==> src/rtl/ram_fifo_ctrl.sv <==
// FIFO controller sequencing a 2-cycle-latency dual-port RAM.
// Define RAMFIFO_LEVEL_EN to add the registered level/almost_full outputs.
module ram_fifo_ctrl #(
  parameter int AW = 7,
  parameter int DW = 8
`ifdef RAMFIFO_LEVEL_EN
  ,
  parameter int AFULL_THRESH = 120
`endif
) (
  input  logic          clk,
  input  logic          resetq,
  input  logic          clr,
  input  logic          wr_en,
  input  logic [DW-1:0] wr_data,
  output logic          full,
  input  logic          rd_en,
  output logic [DW-1:0] rd_data,
  output logic          rd_valid,
  output logic          empty,
`ifdef RAMFIFO_LEVEL_EN
  output logic [AW:0]   level,
  output logic          almost_full,
`endif
  output logic          ram_we,
  output logic [AW-1:0] ram_addr_in,
  output logic [DW-1:0] ram_d,
  output logic [AW-1:0] ram_addr_out,
  input  logic [DW-1:0] ram_q
);

  localparam logic [AW:0] ONE = (AW+1)'(1);

  logic [AW:0] wp_q, wp_d;
  logic [AW:0] rp_q, rp_d;
  logic        v1_q, v1_d;
  logic        rv_q, rv_d;
  logic        wr_acc;
  logic        rd_acc;

  assign empty = (wp_q == rp_q);
  assign full  = (wp_q[AW-1:0] == rp_q[AW-1:0]) &&
                 (wp_q[AW] != rp_q[AW]);

  assign wr_acc = wr_en && !full && !clr;
  assign rd_acc = rd_en && !empty && !clr;

  assign ram_we       = wr_acc;
  assign ram_addr_in  = wp_q[AW-1:0];
  assign ram_d        = wr_data;
  assign ram_addr_out = rp_q[AW-1:0];

  assign rd_data  = ram_q;
  assign rd_valid = rv_q;

  always_comb begin
    wp_d = wp_q;
    rp_d = rp_q;
    v1_d = rd_acc;
    rv_d = v1_q;
    if (clr) begin
      wp_d = '0;
      rp_d = '0;
      rv_d = 1'b0;
    end else begin
      if (wr_acc) wp_d = wp_q + ONE;
      if (rd_acc) rp_d = rp_q + ONE;
    end
  end

  always_ff @(posedge clk or negedge resetq) begin
    if (!resetq) begin
      wp_q <= '0;
      rp_q <= '0;
      v1_q <= 1'b0;
      rv_q <= 1'b0;
    end else begin
      wp_q <= wp_d;
      rp_q <= rp_d;
      v1_q <= v1_d;
      rv_q <= rv_d;
    end
  end

`ifdef RAMFIFO_LEVEL_EN
  localparam logic [AW:0] AF_TH = (AW+1)'(AFULL_THRESH);

  logic [AW:0] level_q, level_d;
  logic        af_q, af_d;

  // Track the count the pointers will hold after this edge.
  always_comb begin
    level_d = wp_d - rp_d;
    af_d    = (level_d >= AF_TH);
  end

  always_ff @(posedge clk or negedge resetq) begin
    if (!resetq) begin
      level_q <= '0;
      af_q    <= 1'b0;
    end else begin
      level_q <= level_d;
      af_q    <= af_d;
    end
  end

  assign level       = level_q;
  assign almost_full = af_q;
`endif

endmodule

==> config.mk <==
export PLATFORM = sky130hd
export DESIGN_NAME = ram_fifo_ctrl
export DESIGN_NICKNAME = d
export VERILOG_FILES = /design/src/rtl/ram_fifo_ctrl.sv
export SDC_FILE = /design/constraint.sdc
export NUM_CORES = 1
export LEC_CHECK = 0
export CAP_MARGIN = 30
export CELL_PAD_IN_SITES_DETAIL_PLACEMENT = 0
export CELL_PAD_IN_SITES_GLOBAL_PLACEMENT = 2
export CORE_MARGIN = 3
export CORE_UTILIZATION = 25
export DETAILED_ROUTE_END_ITERATION = 7
export GPL_TIMING_DRIVEN = 0
export PLACE_DENSITY = 0.82
export RECOVER_POWER = 25
export SYNTH_ARGS = -nofsm -noshare
export SYNTH_HDL_FRONTEND = slang
export SYNTH_SLANG_ARGS = --single-unit
export TNS_END_PERCENT = 30
==> constraint.sdc <==
create_clock -name clk -period 3.9 [get_ports clk]
set_clock_uncertainty 0.15 [all_clocks]
set_input_delay 0.39 -clock clk [delete_from_list [all_inputs] [get_ports clk]]
set_output_delay 0.39 -clock clk [all_outputs]
set_load 0.01 [all_outputs]
==> impl_metrics.tcl <==
set metrics [dict create \
    post_cts_buffers 0 \
    cts_root_buf "clkbuf_8" \
    ctsResizeCount 0 \
    vias_per_cell 4.370 \
    reg2reg_depth 6 \
    num_vias 1040 \
    synth_edf_count 0 \
    slew-limit-headroom_pct 43.33 \
    fin_crit_sh_pct 79.19 \
    vdd.ir_drop.worst_v 0.0001206 \
    hold_depth 1 \
    areaGrowthSynthToFinish_pct 40.63 \
    finalHoldViolations 0 \
    critPathMaxFanout 10 \
    clkTransAtPathRegs_ns 0.07 \
    drc 0 \
    num_rows 24 \
    cts_tree "built" \
    rsz0062_at_grt "false" \
    htree_levels 1 \
    min-delay-start "v1_q" \
    grt_pass1_wl_mm 4.816 \
    synth_ff_type "dfrtp_1" \
    die_h_um 76.11 \
    cts_made_buffers 3 \
    antenna_found_initial 0 \
    dpl.hpwl_mm 2.267 \
    syn_area_um2 1229 \
    netlist_instances 132 \
    nNetsFinal 198 \
    synth_top_cell_by_area "dfrtp_1" \
    slowest_stage "clkdlybuf4s50_1" \
    tns_ns 0 \
    holdPathEnd "rd_valid" \
    crit_required_ns 3.36 \
    fmax_mhz 323.8 \
    setup.worst_path.start_class "register" \
    die_width_um 76.11 \
    async_reset_ff_share_pct 100.0 \
    ios 55 \
    multiInputGateArea_um2 521.8 \
    gr-total-overflow 0 \
    critPathArrivalTime_ns 2.55 \
    r2r_slack_ns 1.68 \
    ys_ff_latch 18 \
    layout-drive-gt1-share_pct 22.54 \
    worst_pin_slew_ns 0.8473 \
    timing.rr.end "rp_q[4]" \
    worst-setup-path-type "reg2out" \
    track_usage_pct 10.22 \
    synth_fp_nets 155 \
    grt_max_degree 19 \
    swShare_pct 29.37 \
    status "completed" \
    intPower_w 0.0003447 \
    synth.avg_cell_area_um2 9.308 \
    powerDensity_nw_per_um2 282.4 \
    ff_latch_area_um2 450.4 \
    cts_buffer_depth 2 \
    total_leakage_power_nw 0.7634 \
    slew_violations 0 \
    combPwrFrac_pct 30.7 \
    fillers 461 \
    layout_common_cells "clkdlybuf4s50_1 (37), buf_4 (30), dfrtp_1 (18)" \
    yosys-top-cells-area "dfrtp_1 (37%), buf_4 (19%), xor2_1 (5.7%)" \
    post_dp_cell_area_um2 1690 \
    firstDrtPassIters 6 \
    hold_buffers 0 \
    totalWireLength_mm 2.914 \
    fin_crit_ns 3.088 \
    design_area_um2 1728 \
    yosysSeqAreaShare_pct 36.66 \
    die_area_um2 5792 \
    setup_viol 0 \
    layout_commonest_cell "clkdlybuf4s50_1" \
    crit_chain "xor2_1 > nor4_2 > and3_1 > buf_2 > clkdlybuf4s50_1" \
    power_frac_clock_pct 26.3 \
    wire_per_inst_um 12.24 \
    design.core.area_um2 4534 \
    clock-sinks 18 \
    p_sw_w 0.0001433 \
    place.gp.congestion 0.7730 \
    antenna_cells 0 \
    start_util_pct 27.10 \
    r2r-start "rp_q[1]" \
    grt_pass1_vias 1082 \
    maxCapViolations 0 \
    seq_power_share_pct 43.0 \
    synth_top_cell_area_share_pct 36.66 \
    final_antenna_net_count 0 \
    slowest_delay_ns 0.56 \
    first_iter_violations 45 \
    ys_types 27 \
    synth_warnings 0 \
    crit_path_end_kind "output pin" \
    clk-insertion-delay-late_ns 0.25 \
    hold_path.class "reg2reg" \
    numPortBuffers 38 \
]
per-layer routing:
metal  vias to the layer above  wire, µm  track usage, %
li1                        519         -               -
met5                         -         0               0
met2                        37      1449           18.17
met3                         4       206           2.955
met4                         0        48           5.616
met1                       480      1210           10.82
how the worst max path moves through the flow:
stage / end / startpoint
6_report: empty / rp_q[1]
5_1_grt: ram_we / rp_q[1]
4_1_cts: empty / rp_q[1]
3_5_place_dp: empty / rp_q[1]
3_3_place_gp: empty / rp_q[1]
2_1_floorplan: ram_we / rp_q[1]
sequential cells by signal, summed over array words and instances (netlist names):
register and flops:
rp_q 8, wp_q 8, rd_valid 1, v1_q 1
area by class of cell:
type,count,share of cell area [%]
tap,65,4.707
sequential,18,26.07
multi-input combinational,79,30.20
timing repair buffer,38,22.01
clock buffer,3,2.390
inverter,1,0.2172
buffer,34,14.41
cell usage after synthesis (2+ instances only):
cell and number:
or3_1 3, o31ai_1 5, nor4_2 2, or4_1 5
dfrtp_1 18, nor2_1 9, ha_1 2, xnor2_1 5
xor2_1 8, buf_4 31, a21oi_1 11, nor2b_1 3
mux2i_1 2, nand4_1 7, o21ai_0 3, nand2_1 7
logic make-up (layout without fill, tap and decap cells):
family,after synthesis,count (layout),share of synthesized area [%]
AND/OR/NAND/NOR,40,40,18.53
buffers and inverters,35,76,20.87
XOR/XNOR,13,13,9.267
flip-flops,18,18,36.66
AO/OA/AOI/OAI,21,21,10.08
adder cells (fa/ha/maj),2,2,2.036
multiplexers,3,3,2.546
through the flow:
step	utilization [%]	hold slack, ns	power [W]	setup slack, ns	std cells
6_report	38.11	0.3129	0.0004880	0.8116	238
5_1_grt	38.11	0.3357	0.0005202	0.5934	238
3_3_place_gp	37.28	0.3015	0.0003646	1.082	235
4_1_cts	38.19	0.3176	0.0004990	0.7861	238
3_5_place_dp	37.28	0.3019	0.0003663	1.068	235
2_1_floorplan	-	-0.05559	0.0002975	1.841	132
power groups by stage:
stage	registers, W	logic (W)	clock network, W
floorplan	0.000210	0.0000879	0
global placement	0.000213	0.000151	0
detailed placement	0.000213	0.000153	0
CTS	0.000210	0.000154	0.000135
global route	0.000211	0.000166	0.000143
finish	0.000210	0.000150	0.000128
critical path, delay by kind of cell (launching register included):
family,cells,cell delay [ns]
flops,1,0.47
xor+xnor,1,0.20
buf+inv,2,0.78
simple gates,2,0.85
Power figures use the tool's default switching activity.
